[config.mk]
export PLATFORM = sky130hd
export DESIGN_NAME = cache_fill_arbiter
export DESIGN_NICKNAME = d
export VERILOG_FILES = /design/src/rtl/cache_fill_arbiter.sv
export SDC_FILE = /design/constraint.sdc
export NUM_CORES = 1
export LEC_CHECK = 0
export CAP_MARGIN = 30
export CORE_ASPECT_RATIO = 1.25
export CORE_MARGIN = 4
export CORE_UTILIZATION = 41
export DETAILED_ROUTE_END_ITERATION = 8
export MAX_ROUTING_LAYER = met4
export PLACE_DENSITY = 0.8
export SYNTH_ARGS = -nofsm -noshare
export SYNTH_HDL_FRONTEND = slang
export SYNTH_SLANG_ARGS = --single-unit
[constraint.sdc]
create_clock -name clk -period 2.2 [get_ports clk]
set_clock_uncertainty 0.15 [all_clocks]
set_input_delay 0.44 -clock clk [delete_from_list [all_inputs] [get_ports clk]]
set_output_delay 0.44 -clock clk [all_outputs]
set_load 0.005 [all_outputs]
[src/rtl/cache_fill_arbiter.sv]
// Memory-side responder for I/D cache misses and write-through stores.
// D-cache wins arbitration; read misses stream a full block back word by word.
module cache_fill_arbiter #(
    parameter int unsigned WORDS   = 8,
    parameter int unsigned MEM_LAT = 4
) (
    input  logic        clk,
    input  logic        rst_n,
    input  logic        i_req,
    input  logic [15:0] i_addr,
    input  logic        d_req,
    input  logic        d_wr,
    input  logic [15:0] d_addr,
    input  logic [15:0] d_wdata,
    output logic        fill_valid,
    output logic [15:0] fill_data,
    output logic [2:0]  fill_idx,
    output logic        fill_to_d,
    output logic        fill_done,
    output logic        wr_ack,
    output logic        busy,
    output logic        mem_en,
    output logic        mem_wr,
    output logic [15:0] mem_addr,
    output logic [15:0] mem_wdata,
    input  logic [15:0] mem_rdata,
    input  logic        mem_rvalid
);
    localparam int unsigned ADDR_W = 16;
    localparam int unsigned CNT_W  = $clog2(WORDS);
    localparam int unsigned BASE_W = ADDR_W - CNT_W - 1;

    typedef enum logic [1:0] {IDLE, FILL, WRITE} state_t;

    state_t              state, state_nxt;
    logic [CNT_W:0]      iss_cnt, iss_cnt_nxt;
    logic [CNT_W-1:0]    ret_cnt, ret_cnt_nxt;
    logic                owner, owner_nxt;
    logic [BASE_W-1:0]   base, base_nxt;
    logic [ADDR_W-1:0]   wr_addr, wr_addr_nxt;
    logic [15:0]         wr_data, wr_data_nxt;

    // Word-offset bits of the I-cache address and the latency parameter feed no logic.
    logic unused_bits;
    assign unused_bits = ^{i_addr[3:0], 32'(MEM_LAT)};

    // State register
    always_ff @(posedge clk) begin
        if (!rst_n) begin
            state   <= IDLE;
            iss_cnt <= '0;
            ret_cnt <= '0;
            owner   <= 1'b0;
            base    <= '0;
            wr_addr <= '0;
            wr_data <= '0;
        end else begin
            state   <= state_nxt;
            iss_cnt <= iss_cnt_nxt;
            ret_cnt <= ret_cnt_nxt;
            owner   <= owner_nxt;
            base    <= base_nxt;
            wr_addr <= wr_addr_nxt;
            wr_data <= wr_data_nxt;
        end
    end

    // Next state and output decode
    always_comb begin
        state_nxt   = state;
        iss_cnt_nxt = iss_cnt;
        ret_cnt_nxt = ret_cnt;
        owner_nxt   = owner;
        base_nxt    = base;
        wr_addr_nxt = wr_addr;
        wr_data_nxt = wr_data;
        fill_valid  = 1'b0;
        fill_data   = '0;
        fill_idx    = '0;
        fill_to_d   = 1'b0;
        fill_done   = 1'b0;
        wr_ack      = 1'b0;
        busy        = 1'b0;
        mem_en      = 1'b0;
        mem_wr      = 1'b0;
        mem_addr    = '0;
        mem_wdata   = '0;

        unique case (state)
            IDLE: begin
                if (d_req || i_req) begin
                    iss_cnt_nxt = '0;
                    ret_cnt_nxt = '0;
                    wr_addr_nxt = d_addr;
                    wr_data_nxt = d_wdata;
                end
                if (d_req) begin
                    owner_nxt = 1'b1;
                    base_nxt  = d_addr[ADDR_W-1:CNT_W+1];
                    state_nxt = d_wr ? WRITE : FILL;
                end else if (i_req) begin
                    owner_nxt = 1'b0;
                    base_nxt  = i_addr[ADDR_W-1:CNT_W+1];
                    state_nxt = FILL;
                end
            end
            FILL: begin
                busy      = 1'b1;
                fill_to_d = owner;
                fill_idx  = ret_cnt;
                fill_data = mem_rdata;
                // Issue side saturates once the whole block has been requested.
                if (iss_cnt < (CNT_W+1)'(WORDS)) begin
                    mem_en      = 1'b1;
                    mem_addr    = {base, iss_cnt[CNT_W-1:0], 1'b0};
                    iss_cnt_nxt = iss_cnt + (CNT_W+1)'(1);
                end
                if (mem_rvalid) begin
                    fill_valid  = 1'b1;
                    ret_cnt_nxt = ret_cnt + CNT_W'(1);
                    if (ret_cnt == CNT_W'(WORDS - 1)) begin
                        fill_done = 1'b1;
                        state_nxt = IDLE;
                    end
                end
            end
            WRITE: begin
                busy      = 1'b1;
                mem_en    = 1'b1;
                mem_wr    = 1'b1;
                mem_addr  = wr_addr;
                mem_wdata = wr_data;
                wr_ack    = 1'b1;
                state_nxt = IDLE;
            end
            default: state_nxt = IDLE;
        endcase
    end
endmodule
=== Yosys cells after proc, flatten, opt, wreduce, memory -nomap -nowiden ===
Index checks and enable logic that the tools add are counted.

* Add/subtract/negate cells: 2
* Order comparisons: 1
* Equality and inequality tests: 8
* Muxes and demuxes: 31
* Reduce and logical (&&, ||, !) cells: 10

{| class="wikitable"
|+ Operators with widths
! operator !! count
|-
| 16-bit two-way mux || 3
|-
| 16-bit one-hot mux with 2 select lines || 1
|-
| 12-bit two-way mux || 2
|-
| 1-bit two-way mux || 11
|-
| 2-bit two-way mux || 5
|-
| 3-bit two-way mux || 3
|-
| 3-bit AND reduction || 3
|-
| 4-bit two-way mux || 2
|-
| 2-bit inequality test (second input constant) || 4
|-
| 4-bit one-hot mux with 2 select lines || 1
|-
| 3-bit one-hot mux with 2 select lines || 1
|-
| 4-bit by 1-bit adder with 4-bit output (second input constant) || 1
|-
| 4-bit < comparator (second input constant) || 1
|-
| 2-bit one-hot mux with 2 select lines || 1
|-
| 2-bit AND reduction || 2
|-
| 2-bit nonzero test || 2
|-
| 3-bit by 1-bit adder with 3-bit output (second input constant) || 1
|-
| 3-bit equality test (second input constant) || 1
|-
| 3-bit inequality test (second input constant) || 1
|-
| 2-bit by 1-bit equality test with 1-bit output (second input constant) || 1
|-
| 2-bit equality test (second input constant) || 1
|-
| 2-bit zero test || 1
|-
| 1-bit one-hot mux with 2 select lines || 1
|-
| 2-bit OR reduction || 1
|-
| 1-bit logical OR || 1
|}

* Register bits: 54
* Input bits: 70
* Output and inout port bits: 58
* Word-level logic and storage cells: 59

=== Depth between registers and ports, before layout ===
* Depth after elaboration: 4
* Gate-level depth with buffers: 8
* Gate-level depth less buffers: 5

=== Worst setup path before layout ===
Ideal clock, no wire load.

* Kind: reg2out
* From: register state[0]
* To: output mem_addr[10]
* Data arrival time: 1219 ps
* Required time: 1610 ps
* Path slack: 391 ps
* Cell stages (with the launch flop): 6
* Buffers on the path: 1
* Path through: dfxtp_1 -> inv_1 -> ha_1 -> clkbuf_1 -> a22oi_1 -> nor2b_1

* Cells in the longest elaborated chain, start to end: 2
* Elaborated cells between the ends (all ways): 3
* Those cells by class: eq/ne: 2; mux: 1

{| class="wikitable"
|+ RTL lines
! element !! line !! source
|-
| from (decl) || 35 || <nowiki>state_t state, state_nxt;</nowiki>
|-
| from (signal assigned) || 58 || <nowiki>state <= state_nxt;</nowiki>
|-
| 2-bit equality test / 2-bit by 1-bit equality test with 1-bit output (equally long branches) || 89 || <nowiki>unique case (state)</nowiki>
|-
| 16-bit one-hot mux with 2 select lines * || 89 ||
|-
| to (decl) || 24 || <nowiki>output logic [15:0] mem_addr,</nowiki>
|}

Every way passes the cells marked *; elsewhere a longest branch is shown, timed or not.

=== Worst setup path in the final report ===
* From: register state[1]
* To: output mem_addr[1]

The elaborated chain is that of the path after synthesis.

==> summary.txt <==
Outcome
  – Status: finished, violations left
  – Failing checks: negative setup slack

STA
  – Period utilization: 102%
  – Final min period: around 2.3 ns
  – Max Slew Vio Count: 0
  – WHS: between 0.3 and 0.4 ns
  – Max-Slew Margin vs Limit: between 70% and 80%
  – Final worst slack: -0.0550 ns
  – Fmax: roughly 0.44 GHz
  – Worst Tran Pin Value: 0.366 ns
  – Final Hold Viols: 0
  – RSZ-0062 raised after global routing: true
  – Endpoints failing setup: 7

Routing
  – DRT iter0 DRCs: 180
  – Average wire per standard cell: between 15 and 20 µm
  – Post-DR vias/cell: a little over 5
  – Total routed wirelength: approximately 9000 µm
  – DRC Markers: 0
  – DRT antenna net count: 0
  – Routed via count: about 3000
  – Drt pass-1 iters: 4

Setup path
  – Startpoint Class: flip-flop
  – WS Path Type: reg -> out
  – Max FO, Critical Path: 4
  – CP endpoint kind: output pin
  – CP Cell Sequence: clkinv_4 > ha_4 > nor2b_4 > buf_6 > buf_6 > a22oi_2 > nor2b_1 > buf_2
  – CP Data Required Time: about 1.6 ns
  – Top cell by count, worst path: buf_6
  – Slowest-stage cell, CP: dfxtp_4
  – Worst EP arrival: around 1.7 ns
  – Slowest stage delay, CP: between 0.3 and 0.4 ns

Power and ir drop
  – P_leak: approximately 1.9 nW
  – Internal power: around 0.0020 W
  – Clock share of power: between 10% and 20%
  – NetSw: 0.00101 W
  – Sw frac: 33.0%
  – Maximum vdd drop: 0.488 mV
  – Sequential share of power: between 30% and 40%
  – PD cells: a little under 700 mW/mm²
  – Overall power: about 0.0031 W
  – Combinational share of power: between 40% and 50%

Yosys
  – Top cells by area in the synthesized netlist: dfxtp_1, and2_1, nand2_1, a21oi_1, mux2i_1
  – Seq cells post-synth: 54
  – Synth top area share: between 30% and 40%
  – Syn_nets: 420
  – Compound-cell area share of the yosys netlist: a little under a fifth
  – Post-Synth XOR/XNOR Area: 0%
  – Multiplexer share of the synthesized area: under 10%
  – Largest family of logic cells by synthesized area: simple AND/OR/NAND/NOR gates
  – Yosys warning count: 0
  – Mean Syn Cell Area: between 7 and 8 µm²
  – Post-Syn Instances: 343
  – Mapped Area: approximately 0.0027 mm²
  – Netlist cell types: 34
  – Synth Area in Adders: 3.19%
  – Largest area contributor in the synthesized netlist: dfxtp_1
  – Sequential share of the synthesized area: 39.4%
  – Post-Synth Simple-Gate Area: between 20% and 30%

Placement
  – Placer Congestion: approximately 0.78
  – Post-DP HPWL: slightly below 6000 µm
  – Dpl ws: -0.101 ns
  – Port Buffers: 123
  – Dpl cells: about 550

Floorplan
  – IO Count: roughly 130
  – Core area: roughly 0.0065 mm²
  – Die area: 0.00807 mm²
  – Num rows: 33
  – Die Y-Extent: 99.4 µm
  – Initial Utilization: 42.0%
  – Die Span X: between 80 and 90 µm

Clock tree
  – Clk slew on worst S/H paths: 0.09 ns
  – Root Buffer: clkbuf_8
  – Max H-tree Level: 2
  – Clock Path Buffers: 2
  – CTS tree: built
  – Sink Count: 54
  – CTS Buf Count: 5
  – Clk Latency, worst-skew pair: 0.30 ns

Global routing
  – GRT Resource Usage Total: approximately 22%
  – Initial antenna violation count: 0
  – Vias in the first global route: between 2000 and 3000
  – Largest net degree at the start of global routing: 42
  – GRT overflow: 0
  – First-pass GRT wire length: 13900 µm

Layout
  – Fillers: around 540
  – Synth-to-layout area growth: 62.7%
  – Commonest cells after routing, fill and taps aside: nand2_1, clkdlybuf4s50_1, dfxtp_1
  – N_diodes: 0
  – Fraction of layout cells with a size suffix above 1: about a quarter
  – Nets@finish: between 500 and 600
  – Fin cells: 575

Run
  – Max-capacitance violation count: 0

Hold path
  – Worst Hold Class: reg -> reg
cell type report:
cell class | count | area (µm²) | area share, %
Clock inverter | 2 | 12.5 | 0.281
Timing Repair Buffer | 165 | 1490 | 33.4
Sequential cell | 54 | 1090 | 24.4
Clock buffer | 6 | 82.6 | 1.85
Inverter | 6 | 30.0 | 0.673
Tap cell | 87 | 109 | 2.44
Multi-Input combinational cell | 255 | 1650 | 37.0
cells in the mapped netlist:
library cell and number:
o2111ai_1 1, buf_2 13, nand4b_1 2, o41ai_1 1
a21oi_1 41, nand4_1 3, or3b_1 1, o211ai_1 1
buf_4 1, nor3b_2 1, a211oi_1 12, o31ai_1 3
mux2i_1 13, and3_1 2, nor2b_1 20, mux2_2 1
o21a_1 2, nor4_1 1, inv_1 5, clkbuf_1 13
nand3_1 1, a21bo_2 1, and2_1 39, nand2_1 65
or4_1 1, dfxtp_1 54, o31a_1 1, clkinv_1 1
buf_6 1, o21ai_0 4, nor2_1 14, ha_1 7
a22oi_1 16, o21ai_1 1
worst paths after layout:
kind	end	cells after the start	from	slack, ns
worst max-delay path	mem_addr[1]	8	state[1]$_SDFFE_PN0P_	-0.05
worst min-delay path	wr_addr[0]$_SDFFE_PN0P_	2	wr_addr[0]$_SDFFE_PN0P_	0.30
worst max register to register	state[1]$_SDFFE_PN0P_	7	state[1]$_SDFFE_PN0P_	0.25
worst min register to register	wr_addr[0]$_SDFFE_PN0P_	2	wr_addr[0]$_SDFFE_PN0P_	0.30
power groups by stage:
stage                     Sequential (W)  Clock [W]  Combinational [W]
final                            0.00120   0.000567            0.00128
after global routing             0.00122   0.000613            0.00139
after CTS                        0.00120   0.000583            0.00122
after detailed placement         0.00120          0            0.00107
after global placement           0.00119          0            0.00105
after floorplan                  0.00118          0           0.000584
logic make-up after synthesis:
group / Yosys count
simple gates: 150
fa+ha+maj: 7
mux: 14
flops: 54
compound gates: 84
buf+inv: 34
what timing repair did:
action,CTS,global route
cloned,3,1
endpoints found under the setup margin,58,28
hold buffers,0,0
resized for setup,144,68
pin swaps,4,6
setup buffers,10,8
stage by stage:
stage	setup TNS, ns	util, %	instance area (µm²)
after CTS	-0.703	68.2	4450
after global placement	-0.595	63.8	4160
after floorplan	0	-	2740
final	-0.0994	68.4	4460
after global routing	-0.723	68.4	4460
after detailed placement	-0.776	63.8	4160
state kept, by name, summed over array words and instances (netlist names):
name,cells
base,12
iss_cnt,4
wr_addr,16
ret_cnt,3
owner,1
wr_data,16
state,2
critical path, delay by kind of cell (launching register included):
family	cells	cell delay [ns]
fa+ha+maj	1	0.16
buf+inv	4	0.44
flops	1	0.39
compound gates	1	0.15
simple gates	2	0.22
metal layers:
layer,up-vias,GRT usage (%),wire [µm]
met4,0,5.85,206
met5,-,-,0
met2,122,41.2,5100
met1,1387,23.7,3390
li1,1455,-,-
met3,18,3.35,581
(Power assumes the default switching activity.)
